--- config.mk ---
export PLATFORM = sky130hd
export DESIGN_NAME = instr_sequencer_flat
export DESIGN_NICKNAME = d
export VERILOG_FILES = /design/src/rtl/instr_sequencer_pkg.sv /design/src/rtl/instr_sequencer_if.sv /design/src/rtl/disp_pager.sv /design/src/rtl/instr_sequencer.sv /design/src/flat_wrapper.sv
export SDC_FILE = /design/constraint.sdc
export NUM_CORES = 1
export LEC_CHECK = 0
export ABC_CLOCK_PERIOD_IN_PS = 6040
export CAP_MARGIN = 15
export CORE_UTILIZATION = 38
export CTS_BUF_LIST = sky130_fd_sc_hd__clkbuf_2 sky130_fd_sc_hd__clkbuf_4 sky130_fd_sc_hd__clkbuf_8
export DETAILED_ROUTE_END_ITERATION = 7
export PLACE_DENSITY = 0.66
export SYNTH_ARGS = -nofsm -noshare
export SYNTH_HDL_FRONTEND = slang
export SYNTH_HIERARCHICAL = 1
export SYNTH_SLANG_ARGS = --single-unit
--- constraint.sdc ---
create_clock -name clk -period 6.04 [get_ports clk]
set_input_delay 1.208 -clock clk [delete_from_list [all_inputs] [get_ports clk]]
set_output_delay 1.208 -clock clk [all_outputs]
set_load 0.05 [all_outputs]
--- src/rtl/instr_sequencer_pkg.sv ---
// seq_pkg: shared state encoding, NOP opcode and instruction field positions.
package seq_pkg;
  typedef enum logic [2:0] {IDLE, READ, EXEC, WRITE, SHOW} state_t;
  typedef enum int {F_DEST = 0, F_SRC2 = 1, F_SRC1 = 2, F_OP = 3} field_t;
  localparam int OP_NOP = 0;
  function automatic int field_lsb(field_t f, int addr_w);
    return int'(f) * addr_w;
  endfunction
endpackage

--- src/rtl/instr_sequencer_if.sv ---
// instr_sequencer_if: instruction handshake, datapath and display signals of the sequencer.
interface instr_sequencer_if #(
  parameter int OP_W   = 4,
  parameter int ADDR_W = 4,
  parameter int DATA_W = 32,
  parameter int DISP_W = 16
);
  localparam int INS_W  = OP_W + 3 * ADDR_W;
  localparam int NCHUNK = DATA_W / DISP_W;
  localparam int SEL_W  = NCHUNK > 1 ? $clog2(NCHUNK) : 1;
  logic              ins_valid;
  logic [INS_W-1:0]  ins;
  logic              ins_ready;
  logic [OP_W-1:0]   opcode;
  logic [ADDR_W-1:0] src1;
  logic [ADDR_W-1:0] src2;
  logic [ADDR_W-1:0] dest;
  logic              rd1_en;
  logic              rd2_en;
  logic              wr_en;
  logic [DATA_W-1:0] result_in;
  logic [DATA_W-1:0] wr_data;
  logic [DISP_W-1:0] disp;
  logic [SEL_W-1:0]  disp_sel;
  logic              busy;
  modport master (
    output ins_valid, ins, result_in,
    input  ins_ready, opcode, src1, src2, dest, rd1_en, rd2_en, wr_en, wr_data, disp, disp_sel, busy
  );
  modport slave (
    input  ins_valid, ins, result_in,
    output ins_ready, opcode, src1, src2, dest, rd1_en, rd2_en, wr_en, wr_data, disp, disp_sel, busy
  );
endinterface

--- src/rtl/disp_pager.sv ---
// disp_pager: holds each display chunk HOLD cycles, pulses done on the last chunk's final cycle.
module disp_pager #(
  parameter int HOLD   = 100000000,
  parameter int NCHUNK = 2,
  localparam int CW    = $clog2(HOLD) + 1,
  localparam int SEL_W = NCHUNK > 1 ? $clog2(NCHUNK) : 1
) (
  input  logic             clk,
  input  logic             rst,
  input  logic             start,
  output logic [CW-1:0]    cnt,
  output logic [SEL_W-1:0] idx,
  output logic             done
);
  logic active;
  logic last;
  assign last = cnt == CW'(HOLD - 1);
  assign done = active && last && idx == SEL_W'(NCHUNK - 1);
  always_ff @(posedge clk) begin
    if (rst) begin
      active <= 1'b0;
      cnt    <= '0;
      idx    <= '0;
    end else if (start) begin
      active <= 1'b1;
      cnt    <= '0;
      idx    <= '0;
    end else if (active) begin
      cnt <= last ? '0 : cnt + CW'(1);
      if (last) idx <= done ? '0 : idx + SEL_W'(1);
      if (done) active <= 1'b0;
    end
  end
endmodule

--- src/rtl/instr_sequencer.sv ---
// instr_sequencer: single-clock issue FSM sequencing register read, execute, write-back and
// paged display of the result.
module instr_sequencer
  import seq_pkg::*;
#(
  parameter int OP_W     = 4,
  parameter int ADDR_W   = 4,
  parameter int DATA_W   = 32,
  parameter int DISP_W   = 16,
  parameter int EXEC_LAT = 1,
  parameter int HOLD     = 100000000,
  parameter bit R0_ZERO  = 1'b0
) (
  input logic              clk,
  input logic              rst,
  instr_sequencer_if.slave bus
);
  localparam int NCHUNK = DATA_W / DISP_W;
  localparam int SEL_W  = NCHUNK > 1 ? $clog2(NCHUNK) : 1;
  localparam int EW     = $clog2(EXEC_LAT) + 1;
  localparam int CW     = $clog2(HOLD) + 1;
  localparam int OP_L   = field_lsb(F_OP, ADDR_W);
  localparam int S1_L   = field_lsb(F_SRC1, ADDR_W);
  localparam int S2_L   = field_lsb(F_SRC2, ADDR_W);
  localparam int DS_L   = field_lsb(F_DEST, ADDR_W);
  state_t                       state;
  logic [EW-1:0]                ecnt;
  logic [CW-1:0]                cnt;
  logic [SEL_W-1:0]             idx;
  logic [SEL_W-1:0]             nxt;
  logic                         start;
  logic                         done;
  logic [NCHUNK-1:0][DISP_W-1:0] chunks;
  assign start    = state == WRITE;
  assign nxt      = idx + SEL_W'(1);
  assign chunks   = bus.wr_data;
  assign bus.busy = ~bus.ins_ready;
  disp_pager #(.HOLD(HOLD), .NCHUNK(NCHUNK)) u_pager (
    .clk   (clk),
    .rst   (rst),
    .start (start),
    .cnt   (cnt),
    .idx   (idx),
    .done  (done)
  );
  always_ff @(posedge clk) begin
    if (rst) begin
      state         <= IDLE;
      ecnt          <= '0;
      bus.ins_ready <= 1'b1;
      bus.opcode    <= '0;
      bus.src1      <= '0;
      bus.src2      <= '0;
      bus.dest      <= '0;
      bus.rd1_en    <= 1'b0;
      bus.rd2_en    <= 1'b0;
      bus.wr_en     <= 1'b0;
      bus.wr_data   <= '0;
      bus.disp      <= '0;
      bus.disp_sel  <= '0;
    end else begin
      case (state)
        IDLE: if (bus.ins_valid && bus.ins_ready) begin
          bus.opcode <= bus.ins[OP_L +: OP_W];
          bus.src1   <= bus.ins[S1_L +: ADDR_W];
          bus.src2   <= bus.ins[S2_L +: ADDR_W];
          bus.dest   <= bus.ins[DS_L +: ADDR_W];
          if (bus.ins[OP_L +: OP_W] != OP_W'(OP_NOP)) begin
            state         <= READ;
            bus.ins_ready <= 1'b0;
            bus.rd1_en    <= 1'b1;
            bus.rd2_en    <= 1'b1;
          end
        end
        READ: begin
          state      <= EXEC;
          ecnt       <= '0;
          bus.rd1_en <= 1'b0;
          bus.rd2_en <= 1'b0;
        end
        EXEC: if (ecnt == EW'(EXEC_LAT - 1)) begin
          state       <= WRITE;
          bus.wr_data <= bus.result_in;
          bus.wr_en   <= !(R0_ZERO && bus.dest == '0);
        end else begin
          ecnt <= ecnt + EW'(1);
        end
        WRITE: begin
          state        <= SHOW;
          bus.wr_en    <= 1'b0;
          bus.disp     <= chunks[0];
          bus.disp_sel <= '0;
        end
        SHOW: if (done) begin
          state         <= IDLE;
          bus.ins_ready <= 1'b1;
        end else if (cnt == CW'(HOLD - 1)) begin
          bus.disp     <= chunks[nxt];
          bus.disp_sel <= nxt;
        end
        default: state <= IDLE;
      endcase
    end
  end
endmodule

--- src/flat_wrapper.sv ---
// flat-port wrapper written by rule: the top's interface ports become plain ports
module instr_sequencer_flat import seq_pkg::*;
#(
  parameter int OP_W     = 4,
  parameter int ADDR_W   = 4,
  parameter int DATA_W   = 32,
  parameter int DISP_W   = 16,
  parameter int EXEC_LAT = 1,
  parameter int HOLD     = 100000000,
  parameter bit R0_ZERO  = 1'b0
)
  (clk, rst, bus_ins_valid, bus_ins, bus_result_in, bus_ins_ready, bus_opcode, bus_src1, bus_src2, bus_dest, bus_rd1_en, bus_rd2_en, bus_wr_en, bus_wr_data, bus_disp, bus_disp_sel, bus_busy);
  instr_sequencer_if #(.OP_W(OP_W), .ADDR_W(ADDR_W), .DATA_W(DATA_W), .DISP_W(DISP_W)) bus_i ();
  input logic clk;
  input logic rst;
  input wire logic [$bits(bus_i.ins_valid)-1:0] bus_ins_valid;
  input wire logic [$bits(bus_i.ins)-1:0] bus_ins;
  input wire logic [$bits(bus_i.result_in)-1:0] bus_result_in;
  output wire logic [$bits(bus_i.ins_ready)-1:0] bus_ins_ready;
  output wire logic [$bits(bus_i.opcode)-1:0] bus_opcode;
  output wire logic [$bits(bus_i.src1)-1:0] bus_src1;
  output wire logic [$bits(bus_i.src2)-1:0] bus_src2;
  output wire logic [$bits(bus_i.dest)-1:0] bus_dest;
  output wire logic [$bits(bus_i.rd1_en)-1:0] bus_rd1_en;
  output wire logic [$bits(bus_i.rd2_en)-1:0] bus_rd2_en;
  output wire logic [$bits(bus_i.wr_en)-1:0] bus_wr_en;
  output wire logic [$bits(bus_i.wr_data)-1:0] bus_wr_data;
  output wire logic [$bits(bus_i.disp)-1:0] bus_disp;
  output wire logic [$bits(bus_i.disp_sel)-1:0] bus_disp_sel;
  output wire logic [$bits(bus_i.busy)-1:0] bus_busy;
  assign bus_i.ins_valid = bus_ins_valid;
  assign bus_i.ins = bus_ins;
  assign bus_i.result_in = bus_result_in;
  assign bus_ins_ready = bus_i.ins_ready;
  assign bus_opcode = bus_i.opcode;
  assign bus_src1 = bus_i.src1;
  assign bus_src2 = bus_i.src2;
  assign bus_dest = bus_i.dest;
  assign bus_rd1_en = bus_i.rd1_en;
  assign bus_rd2_en = bus_i.rd2_en;
  assign bus_wr_en = bus_i.wr_en;
  assign bus_wr_data = bus_i.wr_data;
  assign bus_disp = bus_i.disp;
  assign bus_disp_sel = bus_i.disp_sel;
  assign bus_busy = bus_i.busy;
  instr_sequencer #(.OP_W(OP_W), .ADDR_W(ADDR_W), .DATA_W(DATA_W), .DISP_W(DISP_W), .EXEC_LAT(EXEC_LAT), .HOLD(HOLD), .R0_ZERO(R0_ZERO)) u_core (.clk(clk), .rst(rst), .bus(bus_i));
endmodule
# Word level (Yosys, flattened, before mapping)
# Index checks and enable logic that the tools add are counted.
[word_totals]
ff_bits = 102
inputBits = 51
output_inout_bits = 70
word_cells = 80
[op_classes]
add_sub_neg = 3
magnitude_cmp = 1
eq_ne = 11
muxes = 29
n_bitwise = 2
reduce_logical = 19
[op_table]
columns = ["op", "count"]
rows = [
  ["2-to-1 mux 16 bit", 4],
  ["case mux 16 bit (2 select lines)", 1],
  ["adder 28 x 1 -> 28 bit (second input constant)", 1],
  ["equality test 28 x 27 -> 1 bit (second input constant)", 1],
  ["2-to-1 mux 28 bit", 1],
  ["case mux 3 bit (5 select lines)", 1],
  ["2-to-1 mux 1 bit", 13],
  ["2-to-1 mux 3 bit", 4],
  ["case mux 1 bit (2 select lines)", 5],
  ["nonzero test 2 bit", 5],
  ["inequality test 2 bit (second input constant)", 4],
  ["AND reduction 2 bit", 4],
  ["AND reduction 4 bit", 2],
  ["equality test 3 x 2 -> 1 bit (second input constant)", 2],
  ["AND reduction 3 bit", 2],
  ["inequality test 2 x 1 -> 1 bit (second input constant)", 2],
  ["nonzero test 4 bit", 1],
  ["equality test 3 x 1 -> 1 bit (second input constant)", 1],
  ["equality test 3 bit (second input constant)", 1],
  ["logical AND 1 bit", 3],
  ["logical NOT 3 bit", 1],
  ["adder 1 bit (second input constant)", 2],
  ["less-than comparator 1 x 2 -> 1 bit (second input constant)", 1],
  ["inverter 1 bit", 2],
  ["OR reduction 2 bit", 1],
]

# Longest topological paths before layout
# Gate-level depths: netlist of run 1.
[logic_depth]
word_depth = 6
mapped_depth = 11
mapped_depth_nobuf = 9

# By module
# Netlist of run 1, hierarchy kept.
[modules_own_cells]
columns = ["mod", "n_inst", "cells_per_inst", "area_per_inst_um2", "seq_area_each_um2"]
rows = [
  ["instr_sequencer", 1, 330, 2870.3, 1421.4],
  ["disp_pager", 1, 168, 1483.9, 600.6],
]

# Worst setup path after synthesis of run 1
# OpenSTA, ideal clock, no wires.
[synth_timing]
kind = "register -> register"
from = "register u_core.u_pager.cnt[0]"
to = "register u_core.bus.disp[6]"
setup_time_ns = 0.134
arrival_ns = 2.476
t_required_ns = 5.906
slack_ns = 3.429
stages_incl_launch_ff = 12
n_path_buf = 2
period_less_slack_ns = 2.611
path_cell_list = "dfxtp_1 -> ha_1 -> and3_1 -> buf_4 -> nand3_4 -> or4_1 -> inv_1 -> or4b_4 -> or4_4 -> o21ai_4 -> buf_6 -> a211oi_1"
[synth_between]
elab_chain_len = 5
word_cells_on_any_way = 6
classes_between = "eq/ne (3); reduce/logical (3)"
[synth_lines]
columns = ["element", "line_no", "rtl"]
rows = [
  ["from (decl)", "disp_pager.sv:11", "output logic [CW-1:0] cnt,"],
  ["from (signal assigned)", "disp_pager.sv:29", "cnt <= last ? '0 : cnt + CW'(1);"],
  ["equality test 28 x 27 -> 1 bit", "disp_pager.sv:17", "assign last = cnt == CW'(HOLD - 1);"],
  ["logical AND 1 bit (2 in a row)", "disp_pager.sv:18", "assign done = active && last && idx == SEL_W'(NCHUNK - 1);"],
  ["net u_core.done", "instr_sequencer.sv:32", "logic done;"],
  ["inequality test 2 bit (no line)", "--", ""],
  ["AND reduction 3 bit (no line)", "--", ""],
  ["to (signal assigned)", "instr_sequencer.sv:91", "bus.disp <= chunks[0];"],
  ["to (signal assigned)", "instr_sequencer.sv:98", "bus.disp <= chunks[nxt];"],
  ["to (decl)", "instr_sequencer_if.sv:32", "output ins_ready, opcode, src1, src2, dest, rd1_en, rd2_en, wr_en, wr_data, disp, disp_sel, busy"],
]
# The timed path passes the listed nets, and every way through them passes these cells.
# A chain may end at the register's enable or synchronous reset.

# Worst setup path after layout of run 1
[layout_timing]
from = "register u_core.u_pager.cnt[0]"
to = "register u_core.bus.disp[1]"
# The elaborated chain is that of the path after synthesis.

==> metrics.cfg, run 1 <==
[sta]
slew_violations=0
setup_viol=0
timing.fmax_mhz=332
fin_skew_ps=13.2
max_slew_margin_pct=35.1
finalCritPeriodShare_pct=49.9
fin_setup_tns_ps=0
tightest_slew_ps=970
period_minus_slack_ps=3010
rsz0062_at_grt=no
hold_viol_final=0

[logic_synthesis]
netlist_instances=498
netlist_top_cells_count=111 x nand2_1, 101 x dfxtp_1, 58 x a21oi_1, 32 x a211oi_1, 32 x nor2_1
async_flop_share_pct=0
synth_area_um2=4350
syn_nets=550
yosysTopAreaCell=dfxtp_1
ys_seq_area_share_pct=46.4
netlist-cell-type-count=50
synth_seq_cells=101
ys_warn_count=6
synth_ff_type=dfxtp_1
synth.avg_cell_area_um2=8.74
yosysMostFrequentCell=nand2_1
synth_edf_count=0
synth_area_leaders=dfxtp_1 46%, nand2_1 9.6%, a21oi_1 6.7%
synth_top_area_share_pct=46.4

[clocking]
post_cts_resized=0
path_clk_slew_ps=90
cts_buffers=9
postCtsSetupBuffers=0
cts_buffer_depth=2
cts_root_buffer=clkbuf_8
clk-insertion-delay-late_ps=360
clock_sinks=101
hold_buffers=0
h-tree-depth=3
cts_tree=yes

[placement]
routabilityCongestion=0.805
place_area_um2=5580
dp_hpwl_um=8080
place_inst=728
portBuffers=120

[power]
powerDensity_nw_per_um2=279
p_leak_nw=1.87
ir_worst_vdd_mv=0.190

[critical_path]
cp.arrival_ps=3270
cp_common_cell=a211oi_1
cp_slowest_cell=nor4_4
start_kind=flop
endpoint_kind=flop
cp_slowest_stage_delay_ps=710
required_ps=6300
path_buf_inv=1
crit_family=simple AND/OR/NAND/NOR gates
critPathMaxFanout=17
crit_type=reg -> reg
crit_chain=ha_1, and3_1, nand3_4, or4_1, inv_1, or4b_4, nor4_4, a211oi_1, a211oi_1

[routing]
viasPerCell=5.22
avgRoutedWirePerCell_um=15.1
totalWireLength_um=11300
drtPass1Iterations=6
postRouteAntennaNets=0
post-route-drc-count=0
dr_total_vias=3885
drt_iter0_drc=215

[finish]
regArea_um2=2020
nNetsFinal=651
drive_gt1_share_pct=7.45
multi_input_area_um2=2130
fin_cells=744
n_antenna_cell=0
stdcell_area_um2=5800
fillCellCount=1018
area_delta_synth_final_pct=33.3

[floorplan]
num_io_pins=121
core_area_um2=11000
num_rows=38
floorplan.initialDensity_pct=39.6
die_area_um2=11900
dieHeight_um=109
die-width_um=109

[flow_run]
maxCapViolations=0

[global_routing]
grt_usage_pct=19.0
grt_overflow_total=0
grt_pass1_vias=3534
grt_pass1_wl_um=17600
antenna_found_initial=0
grt_max_degree=74

[min_path]
hold_path.class=reg -> reg

[run_status]
run_status=completed

-- layout make-up --
type | count | share of cell area, %
flip-flops and latches | 101 | 34.8
inverters | 5 | 0.323
clock buffers | 13 | 2.76
well taps | 140 | 3.02
repair buffers | 125 | 21.3
multi-input cells | 357 | 36.6
clock inverters | 3 | 1.19
-- tightest hold or removal path, stage by stage, from the launching register on --
cell	delay (ps)
dfxtp_1	320
nand2_1	50
a21oi_1	50
-- registers in the layout, summed over array words and instances (netlist names) --
register               cells
u_core/bus.dest            4
u_core/bus.disp           16
u_core/bus.disp_sel        1
u_core/bus.ins_ready       1
u_core/bus.opcode          4
u_core/bus.rd2_en          1
u_core/bus.src1            4
u_core/bus.src2            4
u_core/bus.wr_data        32
u_core/bus.wr_en           1
u_core/state               3
u_core/u_pager/active      1
u_core/u_pager/cnt        28
u_core/u_pager/idx         1
-- power by group --
group	switching [mW]	internal [mW]	total, mW
Sequential	0.0371	0.709	0.746
Clock	0.219	0.260	0.479
Combinational	0.253	0.140	0.393
-- placed cells by master, fill, tap and decap left out, types with 7 or more instances in the layout --
cell             count
dfxtp_1            101
nor2_1              32
a211oi_1            32
nand3_1              9
nand2_1            111
xnor2_1             19
clkbuf_8            10
mux2i_1             17
clkdlybuf4s50_1    119
nand4_1             10
a21oi_1             58
xor2_1               7
nor3_1              11
-- through the flow --
stage	power [mW]	setup WS [ps]	hold slack (ps)	utilization [%]
5_1_grt	1.69	2830	487	52.8
6_report	1.62	3030	458	52.8
3_3_place_gp	1.15	3180	445	50.8
2_1_floorplan	1.01	3430	494	-
4_1_cts	1.63	3030	460	52.8
3_5_place_dp	1.16	3070	446	50.8
-- worst paths after layout --
path / to / depth (start not counted) / start / slack (ps)
max: u_core/bus.disp[1] / 9 / u_core/u_pager/cnt[0] / 3030
min: u_core/bus.src1[2] / 2 / u_core/bus.src1[2] / 460
max reg2reg: u_core/bus.disp[1] / 9 / u_core/u_pager/cnt[0] / 3030
min reg2reg: u_core/bus.src1[2] / 2 / u_core/bus.src1[2] / 460
-- per-layer routing --
metal / vias up / GRT usage [%] / wire length (µm)
li1: 1940 / - / -
met1: 1828 / 25.5 / 5180
met2: 107 / 30.8 / 5370
met3: 10 / 3.89 / 570
met4: 0 / 5.41 / 145
met5: - / 0 / 0
-- kinds of logic after synthesis --
group                    share of synthesized area (%)
adder cells (fa/ha/maj)                          0.287
AO/OA/AOI/OAI                                     13.2
AND/OR/NAND/NOR                                   26.0
multiplexers                                      3.91
flip-flops                                        46.4
buffers and inverters                             4.91
XOR/XNOR                                          5.23
Power figures use the tool's default switching activity.
==> inputs of run 2 (changes only) <==
- ABC_CLOCK_PERIOD_IN_PS: 6040 -> 3100
- clock period: 6.04 -> 3.1 ns (I/O delays scaled with it)
==> run 2 against run 1 <==
Clock power is 59% higher; clock skew rose by 0.94 ps; combinational power is 95% higher; sequential power up 94%; via count hardly changed; flip-flop and latch count stayed put; utilization is 0.36 points lower; setup slack got worse by 2800 ps; final cell count is 0.27% higher; final area down 0.69%; count of clock-buffer cells in the layout down 4; critical endpoint is now u_core/bus.disp[11]; largest cell class unchanged; largest power group unchanged; highest routed layer unchanged.
==> metrics.cfg, run 2 (same netlist as run 1, synthesis figures left out) <==
[global_routing]
grt_pass1_wl_um=18800  ; +6.9%
grt_overflow_total=0  ; unchanged
grt_max_degree=73  ; -1.4%
antenna_found_initial=0  ; unchanged
grt_usage_pct=20.6  ; +1.6 points
grt_pass1_vias=3743  ; +5.9%

[run_status]
run_status=completed

[sta]
timing.fmax_mhz=347  ; +4.4%
tightest_slew_ps=786  ; -183 ps
hold_ws_ps=462  ; +3.57 ps
fin_skew_ps=14.1  ; +0.938 ps
fin_setup_tns_ps=0  ; unchanged
finalCritPeriodShare_pct=93.0  ; +43 points
slew_violations=0  ; unchanged
period_minus_slack_ps=2880  ; -128 ps
setup_viol=0  ; unchanged
max_slew_margin_pct=47.6  ; +13 points
hold_viol_final=0  ; unchanged
rsz0062_at_grt=no
fin_ws_ps=217  ; -2810 ps

[critical_path]
crit_chain=ha_1, and3_1, nand3_4, or4_1, inv_1, or4b_4, or4_4, o21ai_4, a211oi_1
path_depth=9  ; unchanged
r2r_start=u_core/u_pager/cnt[0]
endpoint=u_core/bus.disp[11]
critPathMaxFanout=16  ; -1
crit_type=reg -> reg
endpoint_kind=flop
r2r_slack_ps=220  ; -2810 ps
required_ps=3320  ; -2980 ps
cp.arrival_ps=3100  ; -170 ps
start_kind=flop
cp_slowest_cell=or4b_4
regToRegEndpoint=u_core/bus.disp[11]
cp_slowest_stage_delay_ps=510  ; -200 ps
crit_start=u_core/u_pager/cnt[0]
crit_family=simple AND/OR/NAND/NOR gates
reg2reg_depth=9  ; unchanged
path_buf_inv=1  ; unchanged

[clocking]
cts_root_buffer=clkbuf_8
clk-insertion-delay-late_ps=370  ; about the same
cts_tree=yes
post_cts_resized=0  ; unchanged
h-tree-depth=3  ; unchanged
path_clk_slew_ps=100  ; about the same
postCtsSetupBuffers=0  ; unchanged
cts_buffer_depth=2  ; unchanged
clock_sinks=101  ; unchanged
cts_buffers=9  ; unchanged
hold_buffers=0  ; unchanged

[finish]
mostFrequentLayoutCells=119 x clkdlybuf4s50_1, 111 x nand2_1, 101 x dfxtp_1, 58 x a21oi_1
fin_cells=746  ; +0.27%
nNetsFinal=653  ; +0.31%
drive_gt1_share_pct=7.76  ; +0.31 points
regMostFlops=u_core/bus.wr_data
largest_reg_flops=32  ; unchanged
largestRegisters=u_core/bus.wr_data (32), u_core/u_pager/cnt (28), u_core/bus.disp (16)
n_antenna_cell=0  ; unchanged
area_delta_synth_final_pct=32.4
final_common_cell=clkdlybuf4s50_1

[floorplan]
die-width_um=109  ; unchanged
num_io_pins=121  ; unchanged
floorplan.initialDensity_pct=39.6  ; unchanged
die_area_um2=11900  ; unchanged
dieHeight_um=109  ; unchanged
num_rows=38  ; unchanged
core_area_um2=11000  ; unchanged

[placement]
place_ws_ps=276  ; -2790 ps
portBuffers=120  ; unchanged
dp_hpwl_um=8260  ; +2.1%
routabilityCongestion=0.869  ; +7.9%
place_inst=730  ; +0.27%

[power]
swShare_pct=34.7  ; +3.2 points
internal-power_mw=1.95  ; +76%
p_sw_mw=1.03  ; +100%
p_leak_nw=1.84  ; -1.3%
p_comb_share_pct=25.7  ; +1.4 points
ir_worst_vdd_mv=0.307  ; +61%
clkPwrFrac_pct=25.5  ; -4.1 points
totalPowerFinal_mw=2.98  ; +84%
powerDensity_nw_per_um2=518  ; +86%
seq_power_share_pct=48.7  ; +2.6 points

[routing]
highest_layer=met4
totalWireLength_um=11600  ; +3.3%
m1WireLength_um=5180  ; about the same
routed-wl-met3_um=700  ; +23%
drtPass1Iterations=5  ; -1
post-route-drc-count=0  ; unchanged
drt_iter0_drc=230  ; +7.0%
dr_total_vias=3886  ; +0.026%
avgRoutedWirePerCell_um=15.6  ; +3.0%
postRouteAntennaNets=0  ; unchanged
viasPerCell=5.21  ; -0.24%
route.met2.wl_um=5570  ; +3.6%

[min_path]
holdPathStages=2  ; unchanged
hold_path.class=reg -> reg

[flow_run]
maxCapViolations=0  ; unchanged

[run 2: changes by cell type in the layout (fill, tap and decap cells not counted)]
cell,previous run,this run
clkbuf_4,3,0
inv_6,0,2
clkinvlp_4,0,3
buf_4,5,7
clkinv_2,0,2
bufinv_16,2,0
clkinv_4,1,0
clkbuf_8,10,9
[run 2: worst min-delay path by stage]
stage | endpoint | slack (ps) | from
floorplan | u_core/u_pager/cnt[6] | 490 | u_core/u_pager/cnt[6]
global placement | u_core/bus.opcode[3] | 440 | u_core/bus.opcode[3]
detailed placement | u_core/bus.src2[2] | 450 | u_core/bus.src2[2]
CTS | u_core/bus.src2[2] | 460 | u_core/bus.src2[2]
global route | u_core/bus.src1[2] | 490 | u_core/bus.src1[2]
finish | u_core/bus.dest[1] | 460 | u_core/bus.dest[1]
[run 2: tightest hold or removal path, stage by stage (launching register included)]
cell and delay (ps):
dfxtp_1 320, nand2_1 50, a21oi_1 50
[run 2: metrics by stage]
stage	util, %	cell area [µm²]
after floorplan	-	4350
after global placement	50.9	5590
after detailed placement	50.9	5590
after CTS	52.5	5760
after global routing	52.5	5760
final	52.5	5760
[run 2: area by class of cell]
type | count | area [µm²]
clock inverters | 7 | 50.0
multi-input cells | 357 | 2130
fillers | 1028 | 5220
clock buffers | 9 | 124
well taps | 140 | 175
inverters | 5 | 18.8
repair buffers | 127 | 1250
flip-flops and latches | 101 | 2020
[run 2: per-layer routing]
layer	vias to the layer above	GRT usage (%)
li1	1939	-
met1	1809	26.5
met2	123	32.8
met3	15	5.44
met4	0	7.53
met5	-	0
[run 2: power by group through the flow]
stage	clock network, mW	logic, mW	registers, mW
floorplan	0	0.252	1.72
global placement	0	0.765	1.48
detailed placement	0	0.771	1.48
CTS	0.788	0.773	1.45
global route	0.850	0.816	1.47
finish	0.762	0.768	1.45
